--- src/rtl/data_cache_responder_if.sv ---
// Bus bundle for the data-cache responder: load lookup, committed-store and backing-memory handshakes.
// The slave modport is the cache's view; master is the view of the memory stage and backing memory.
interface data_cache_responder_if #(
  parameter int ADDR_W = 32,
  parameter int DATA_W = 32
);
  logic              req_valid;
  logic [ADDR_W-1:0] req_addr;
  logic              data_ready;
  logic [DATA_W-1:0] data_response;

  logic              st_valid;
  logic [ADDR_W-1:0] st_addr;
  logic [DATA_W-1:0] st_data;
  logic              st_ready;

  logic              mem_req;
  logic              mem_we;
  logic [ADDR_W-1:0] mem_addr;
  logic [DATA_W-1:0] mem_wdata;
  logic              mem_ack;
  logic [DATA_W-1:0] mem_rdata;

  modport slave (
    input  req_valid, req_addr, st_valid, st_addr, st_data, mem_ack, mem_rdata,
    output data_ready, data_response, st_ready, mem_req, mem_we, mem_addr, mem_wdata
  );

  modport master (
    output req_valid, req_addr, st_valid, st_addr, st_data, mem_ack, mem_rdata,
    input  data_ready, data_response, st_ready, mem_req, mem_we, mem_addr, mem_wdata
  );
endinterface

--- src/rtl/data_cache_responder.sv ---
// Direct-mapped, write-through, no-write-allocate word cache answering memory-stage load lookups.
// Optional hit/miss counters are enabled by defining DCACHE_STATS_EN.
module data_cache_responder #(
  parameter int ADDR_W = 32,
  parameter int DATA_W = 32,
  parameter int LINES  = 64
) (
  input  logic                  clk,
  input  logic                  reset,
  data_cache_responder_if.slave bus
`ifdef DCACHE_STATS_EN
  ,
  output logic [31:0]           hit_count,
  output logic [31:0]           miss_count
`endif
);
  localparam int IDX_W = $clog2(LINES);
  localparam int TAG_W = ADDR_W - IDX_W - 2;

  typedef enum logic [2:0] {
    IDLE,
    LOOKUP,
    FILL,
    WRITE,
    RESPOND
  } state_t;

  state_t            state;
  state_t            next_state;
  logic [ADDR_W-1:0] lat_addr;
  logic [DATA_W-1:0] lat_data;
  logic [DATA_W-1:0] resp_word;
  logic              line_updated;
  logic [LINES-1:0]  line_valid;
  logic [TAG_W-1:0]  tag_mem  [LINES];
  logic [DATA_W-1:0] data_mem [LINES];

  logic [IDX_W-1:0]  idx;
  logic [TAG_W-1:0]  tag;
  logic              hit;
  logic              data_ready_c;
  logic              st_ready_c;
  logic              mem_req_c;
  logic              mem_we_c;

  // Both loads and stores look up the line through the latched address.
  assign idx = lat_addr[IDX_W+1:2];
  assign tag = lat_addr[ADDR_W-1:IDX_W+2];
  assign hit = line_valid[idx] && (tag_mem[idx] == tag);

  always_ff @(posedge clk) begin
    if (!reset) begin
      state <= IDLE;
    end else begin
      state <= next_state;
    end
  end

  always_comb begin
    next_state   = state;
    data_ready_c = 1'b0;
    st_ready_c   = 1'b0;
    mem_req_c    = 1'b0;
    mem_we_c     = 1'b0;
    case (state)
      IDLE: begin
        if (bus.st_valid && reset) begin
          st_ready_c = 1'b1;
          next_state = WRITE;
        end else if (bus.req_valid) begin
          next_state = LOOKUP;
        end
      end
      LOOKUP:  next_state = hit ? RESPOND : FILL;
      FILL: begin
        mem_req_c = 1'b1;
        if (bus.mem_ack) next_state = RESPOND;
      end
      WRITE: begin
        mem_req_c = 1'b1;
        mem_we_c  = 1'b1;
        if (bus.mem_ack) next_state = IDLE;
      end
      RESPOND: begin
        data_ready_c = 1'b1;
        next_state   = IDLE;
      end
      default: next_state = IDLE;
    endcase
  end

  // Request latching, valid bits and the response word.
  always_ff @(posedge clk) begin
    if (!reset) begin
      lat_addr     <= '0;
      lat_data     <= '0;
      resp_word    <= '0;
      line_updated <= 1'b0;
      line_valid   <= '0;
    end else begin
      case (state)
        IDLE: begin
          if (bus.st_valid) begin
            lat_addr     <= bus.st_addr;
            lat_data     <= bus.st_data;
            line_updated <= 1'b0;
          end else if (bus.req_valid) begin
            lat_addr <= bus.req_addr;
          end
        end
        LOOKUP: if (hit) resp_word <= data_mem[idx];
        FILL: begin
          if (bus.mem_ack) begin
            line_valid[idx] <= 1'b1;
            resp_word       <= bus.mem_rdata;
          end
        end
        WRITE:   line_updated <= 1'b1;
        default: ;
      endcase
    end
  end

  // Line storage carries no reset; an abandoned fill never reaches it because reset gates the write.
  always_ff @(posedge clk) begin
    if (reset) begin
      if (state == FILL && bus.mem_ack) begin
        tag_mem[idx]  <= tag;
        data_mem[idx] <= bus.mem_rdata;
      end else if (state == WRITE && hit && !line_updated) begin
        data_mem[idx] <= lat_data;
      end
    end
  end

`ifdef DCACHE_STATS_EN
  always_ff @(posedge clk) begin
    if (!reset) begin
      hit_count  <= '0;
      miss_count <= '0;
    end else if (state == LOOKUP) begin
      if (hit) begin
        if (hit_count != 32'hFFFF_FFFF) hit_count <= hit_count + 32'd1;
      end else begin
        if (miss_count != 32'hFFFF_FFFF) miss_count <= miss_count + 32'd1;
      end
    end
  end
`endif

  assign bus.data_ready    = data_ready_c;
  assign bus.data_response = resp_word;
  assign bus.st_ready      = st_ready_c;
  assign bus.mem_req       = mem_req_c;
  assign bus.mem_we        = mem_we_c;
  assign bus.mem_addr      = mem_req_c ? lat_addr : '0;
  assign bus.mem_wdata     = mem_we_c ? lat_data : '0;

endmodule

--- src/flat_wrapper.sv ---
// flat-port wrapper written by rule: the top's interface ports become plain ports
module data_cache_responder_flat 
#(
  parameter int ADDR_W = 32,
  parameter int DATA_W = 32,
  parameter int LINES  = 64
)
  (clk, reset, bus_req_valid, bus_req_addr, bus_st_valid, bus_st_addr, bus_st_data, bus_mem_ack, bus_mem_rdata, bus_data_ready, bus_data_response, bus_st_ready, bus_mem_req, bus_mem_we, bus_mem_addr, bus_mem_wdata);
  data_cache_responder_if #(.ADDR_W(ADDR_W), .DATA_W(DATA_W)) bus_i ();
  input  logic clk;
  input  logic reset;
  input wire logic [$bits(bus_i.req_valid)-1:0] bus_req_valid;
  input wire logic [$bits(bus_i.req_addr)-1:0] bus_req_addr;
  input wire logic [$bits(bus_i.st_valid)-1:0] bus_st_valid;
  input wire logic [$bits(bus_i.st_addr)-1:0] bus_st_addr;
  input wire logic [$bits(bus_i.st_data)-1:0] bus_st_data;
  input wire logic [$bits(bus_i.mem_ack)-1:0] bus_mem_ack;
  input wire logic [$bits(bus_i.mem_rdata)-1:0] bus_mem_rdata;
  output wire logic [$bits(bus_i.data_ready)-1:0] bus_data_ready;
  output wire logic [$bits(bus_i.data_response)-1:0] bus_data_response;
  output wire logic [$bits(bus_i.st_ready)-1:0] bus_st_ready;
  output wire logic [$bits(bus_i.mem_req)-1:0] bus_mem_req;
  output wire logic [$bits(bus_i.mem_we)-1:0] bus_mem_we;
  output wire logic [$bits(bus_i.mem_addr)-1:0] bus_mem_addr;
  output wire logic [$bits(bus_i.mem_wdata)-1:0] bus_mem_wdata;
  assign bus_i.req_valid = bus_req_valid;
  assign bus_i.req_addr = bus_req_addr;
  assign bus_i.st_valid = bus_st_valid;
  assign bus_i.st_addr = bus_st_addr;
  assign bus_i.st_data = bus_st_data;
  assign bus_i.mem_ack = bus_mem_ack;
  assign bus_i.mem_rdata = bus_mem_rdata;
  assign bus_data_ready = bus_i.data_ready;
  assign bus_data_response = bus_i.data_response;
  assign bus_st_ready = bus_i.st_ready;
  assign bus_mem_req = bus_i.mem_req;
  assign bus_mem_we = bus_i.mem_we;
  assign bus_mem_addr = bus_i.mem_addr;
  assign bus_mem_wdata = bus_i.mem_wdata;
  data_cache_responder #(.ADDR_W(ADDR_W), .DATA_W(DATA_W), .LINES(LINES)) u_core (.clk(clk), .reset(reset), .bus(bus_i));
endmodule
--- config.mk ---
export PLATFORM = sky130hd
export DESIGN_NAME = data_cache_responder_flat
export DESIGN_NICKNAME = d
export VERILOG_FILES = /design/src/rtl/data_cache_responder_if.sv /design/src/rtl/data_cache_responder.sv /design/src/flat_wrapper.sv
export SDC_FILE = /design/constraint.sdc
export NUM_CORES = 2
export LEC_CHECK = 0
export CAP_MARGIN = 20
export CELL_PAD_IN_SITES_DETAIL_PLACEMENT = 1
export CELL_PAD_IN_SITES_GLOBAL_PLACEMENT = 1
export CORE_AREA = 2 2 582 1017
export CTS_CLUSTER_DIAMETER = 200
export CTS_CLUSTER_SIZE = 16
export DETAILED_ROUTE_END_ITERATION = 12
export DIE_AREA = 0 0 584 1019
export PLACE_DENSITY_LB_ADDON = 0.3
export REMOVE_ABC_BUFFERS = 1
export SETUP_SLACK_MARGIN = 0.5
export SYNTH_ARGS = -nofsm -noshare
export SYNTH_HDL_FRONTEND = slang
export SYNTH_SLANG_ARGS = --single-unit
--- constraint.sdc ---
create_clock -name clk -period 6.5 [get_ports clk]
set_clock_uncertainty 0.2 [all_clocks]
set_input_delay 1.3 -clock clk [delete_from_list [all_inputs] [get_ports clk]]
set_output_delay 1.3 -clock clk [all_outputs]
set_load 0.005 [all_outputs]
* Yosys cells after proc, flatten, opt, wreduce, memory -nomap -nowiden *
Memories as Yosys holds them, arrays and structs flattened. A register that Yosys moved wholly into a read port is not among the register bits.
Index checks and enable logic that the tools add are counted.

storage, ports and cells
  bits in writable memories = 3584
  bits of input ports = 133
  flip-flop bits (word level) = 164
  output and inout port bits = 100
  memories = 2

operators by class
  bitwise gates (word level) = 2
  equality and inequality tests = 10
  muxes and demuxes = 36
  reductions and logical operators = 18
  order comparisons = 2

memory list
  name             depth  bits a word  read ports  clocked after Yosys merged registers in  write ports  line                        text
  u_core.data_mem  64     32           1           1                                        1            data_cache_responder.sv:36  logic [DATA_W-1:0] data_mem [LINES];
  u_core.tag_mem   64     24           1           1                                        1            data_cache_responder.sv:35  logic [TAG_W-1:0] tag_mem [LINES];

operators with widths
  cell                                                                                  number
  32-bit 2-to-1 mux                                                                     7
  64-bit OR                                                                             1
  32-bit case mux with 2 select lines                                                   1
  24-bit equality test                                                                  1
  6-bit 2-to-1 mux                                                                      4
  1-bit 2-to-1 mux                                                                      15
  3-bit 2-to-1 mux                                                                      5
  3-bit case mux with 4 select lines                                                    1
  2-bit AND reduction                                                                   4
  6-bit by 7-bit less-than comparator with 1-bit output (second input constant)         1
  1-bit binary-select mux with 6-bit select                                             1
  1-bit demux with 6-bit select                                                         1
  3-bit by 2-bit equality test with 1-bit output (second input constant)                2
  6-bit by 1-bit greater-or-equal comparator with 1-bit output (second input constant)  1
  1-bit logical AND                                                                     6
  2-bit inequality test (second input constant)                                         3
  3-bit AND reduction                                                                   2
  2-bit nonzero test                                                                    3
  3-bit by 1-bit equality test with 1-bit output (second input constant)                1
  3-bit equality test (second input constant)                                           1
  3-bit zero test                                                                       1
  3-bit by 2-bit inequality test with 1-bit output (second input constant)              1
  2-bit by 1-bit inequality test with 1-bit output (second input constant)              1
  1-bit case mux with 2 select lines                                                    1
  3 further kinds                                                                       3

* Logic depth before layout (Yosys ltp) *
  depth in word-level cells = 10
  depth in mapped cells = 19
  depth with buffers taken out = 11

* Least setup slack after synthesis *
No wires, ideal clock.

  kind = reg2reg
  start point = register with a tool-made name
  end point = memory u_core.data_mem[0][0] (enable)
  slack = 0.700 ns
  data arrival time = 5.139 ns
  data required time = 5.839 ns
  buffers on the path = 3
  setup time = 0.461 ns
  stages on the path, launching flop included = 14
  cell sequence = dfxtp_1 -> buf_6 -> buf_8 -> mux4_2 -> a32o_1 -> a2111oi_0 -> nand4_1 -> xnor2_1 -> o2111a_1 -> and4b_4 -> nand4_2 -> and2_1 -> buf_6 -> nor3_1

RTL lines
  element    line
  to (decl)  data_cache_responder.sv:36

==> flow_metrics.tcl <==
set metrics [dict create \
    netlist_area_sq_um 146000 \
    cpMaxStageDelayCell "mux2i_1" \
    floorplan.core_area_sq_um 586000 \
    fin_setup_tns_ns 0 \
    placementRows 372 \
    grt-ovfl-total 0 \
    hold_viol 0 \
    path_max_fanout 35 \
    tritoncts "done" \
    synthArstFlopShare_pct 0 \
    synthFlopType "edfxtp_1" \
    dp.final_hpwl_microns 330000 \
    drc 0 \
    cts-root-buf "clkbuf_16" \
    synthAdderAreaFrac_pct 0 \
    final_common_cell "edfxtp_1" \
    slew_headroom_pct 10.7 \
    syn_avg_cell_area_sq_um 21.5 \
    power_density_nw_per_um2 299 \
    dr.first_iter.drc_count 6818 \
    wire_per_inst_microns 33.2 \
    rsz0062_at_grt "no" \
    synth_top_area_share_pct 73.6 \
    ioPinCount 233 \
    cp-end-kind "flip-flop" \
    die_h_microns 1020 \
    critPathRequiredTime_ns 6.90 \
    status "finished clean" \
    crit_chain "buf_12 -> buf_12 -> mux4_2 -> mux2i_1 -> a22oi_1 -> o211ai_1 -> xnor2_1 -> nand2_1 -> nand3_1 -> and4b_1 -> buf_4 -> nand4_4 -> and2_4 -> buf_12 -> nor3_4 -> buf_12" \
    drt_first_pass_iters 6 \
    cts_hold_buf 0 \
    drtAntennaViolNets 0 \
    synth_area_leaders "edfxtp_1 (74%), mux4_2 (13%), mux2i_1 (3.3%)" \
    cp-start-kind "flip-flop" \
    vdd_drop_max_v 0.000211 \
    design_area_sq_um 171000 \
    htree_levels 5 \
    insertion_delay_ns 0.95 \
    ys_seq_area_share_pct 76.0 \
    cts_made_buffers 272 \
    hp-class "reg -> reg" \
    yosys.area.top_type "edfxtp_1" \
    fin_ws_ns 0.522 \
    tightest_slew_ns 1.34 \
    place.gp.congestion 0.839 \
    numPortBuffers 232 \
    synth-edff-count 3584 \
    path_common_cell "buf_12" \
    initial_core_util_pct 24.9 \
    antenna_found_initial 23 \
    critPathBufInv 5 \
    syn-instance-count 6810 \
    area_growth_syn_to_layout_pct 17.1 \
    synth-compound-area-share_pct 2.68 \
    final_cell_mix "edfxtp_1 (3584), mux4_2 (865), mux2i_1 (486)" \
    clk_pin_slew_worst_paths_ns 0.08 \
    synth-simple-area-share_pct 2.42 \
    power.leakage_nw 52.5 \
    fp.dieW_microns 584 \
    grt_max_degree 121 \
    hold_ws_ns 0.256 \
    ys_seq_elements 3754 \
    ys_warn_count 0 \
    worst_ep_arrival_time_ns 6.38 \
    synth_xor_area_share_pct 0.162 \
    utilization_pct 29.2 \
    fillers 59400 \
    critPathTopFamily "simple AND/OR/NAND/NOR gates" \
    vias 72700 \
    cap_violations 0 \
    dieArea_sq_um 595000 \
    drv_slew 0 \
    min_period_ns 5.98 \
    placed_area_sq_um 163000 \
    clockBufferDepth 4 \
    grt_pass1_vias 78600 \
    grt_pass1_wl_microns 687000 \
    finalCritPeriodShare_pct 92.0 \
    vias_per_cell 4.76 \
    clock-sinks 3754 \
    layout-drive-gt1-share_pct 26.2 \
    critPathMaxStageDelay_ns 0.68 \
    pre_cts_ws_ns 0.190 \
    nNetsFinal 7568 \
    synthMuxAreaShare_pct 17.2 \
    max_freq_mhz 167 \
    ys_types 74 \
    synth_top_family_by_area "multiplexers" \
    routed_wl_microns 507000 \
    grt.total_usage_pct 16.7 \
    criticalPathCategory "reg -> reg" \
    setup_viol 0 \
]
==> layout make-up <==
type	count	area, sq um	area share, %
Antenna cell	11	27.5	0.0161
Clock buffer	414	7550	4.41
Clock inverter	13	136	0.0797
Inverter	8	45.0	0.0263
Multi-Input combinational cell	2641	33700	19.7
Sequential cell	3754	111000	64.9
Tap cell	7667	9590	5.61
Timing Repair Buffer	758	8920	5.22
==> logic make-up (layout without fill, tap and decap cells) <==
logic type             Yosys count  count (layout)
flip-flops                    3754            3754
multiplexers                  1416            1416
AND/OR/NAND/NOR                661             661
AO/OA/AOI/OAI                  537             537
buffers and inverters          415            1193
XOR/XNOR                        27              27
other                            0              11
==> layer usage <==
metal / up-vias / track usage [%] / share of wire [%] / routed length (microns)
li1: 29600 / - / - / -
met1: 40200 / 18.3 / 35 / 180000
met2: 2203 / 32.3 / 55 / 281000
met3: 642 / 1.81 / 4.3 / 21900
met4: 2 / 6.87 / 4.7 / 23900
met5: - / 0 / 0.0026 / 13
==> report_power, final <==
| group | internal [mW] | total [mW] | switching [mW] |
|---|---|---|---|
| logic | 2.84 | 7.48 | 4.64 |
| registers | 26.8 | 27.2 | 0.323 |
| clock network | 8.03 | 16.4 | 8.42 |
==> sequential cells by signal, summed over array words and instances, names as in the netlist, named ones only <==
register,flops
u_core.state,3
u_core.lat_addr,32
u_core.data_mem,2048
u_core.lat_data,32
u_core.tag_mem,1536
u_core.line_valid,64
u_core.line_updated,1
u_core.bus.data_response,32
==> path summary, 6_finish.rpt <==
| path | cells after the start | start | slack [ns] | end |
|---|---|---|---|---|
| setup / recovery | 16 | flip-flop | 0.52 | u_core.data_mem[12][6] |
| hold / removal | 1 | u_core.line_valid[9] | 0.26 | u_core.line_valid[9] |
| setup reg to reg | 16 | flip-flop | 0.52 | u_core.data_mem[12][6] |
| hold reg to reg | 1 | u_core.line_valid[9] | 0.26 | u_core.line_valid[9] |
==> cells in the mapped netlist (all sizes together), types with 7 or more instances <==
cell type / n
a211oi: 85
a21o: 64
a21oi: 88
a221oi: 14
a22oi: 146
a31oi: 14
and2: 46
and3: 42
buf: 265
clkbuf: 142
dfxtp: 170
edfxtp: 3584
inv: 7
mux2: 63
mux2i: 488
mux4: 865
nand2: 150
nand2b: 15
nand3: 67
nand4: 18
nor2: 143
nor2b: 28
nor3: 110
nor4: 14
o21ai: 32
o22ai: 42
or2: 8
xnor2: 16
xor2: 11
==> stage by stage <==
step	std cells	power, mW
5_1_grt	15300	52.5
2_1_floorplan	6403	35.1
3_5_place_dp	14800	35.3
6_report	15300	51.1
3_3_place_gp	14800	35.2
4_1_cts	15200	51.7
==> what timing repair did <==
action	4_1_cts	5_1_grt
buffers inserted	2	4
endpoints found under the setup margin	1889	30
resized for setup	4	0
(Power assumes the default switching activity.)
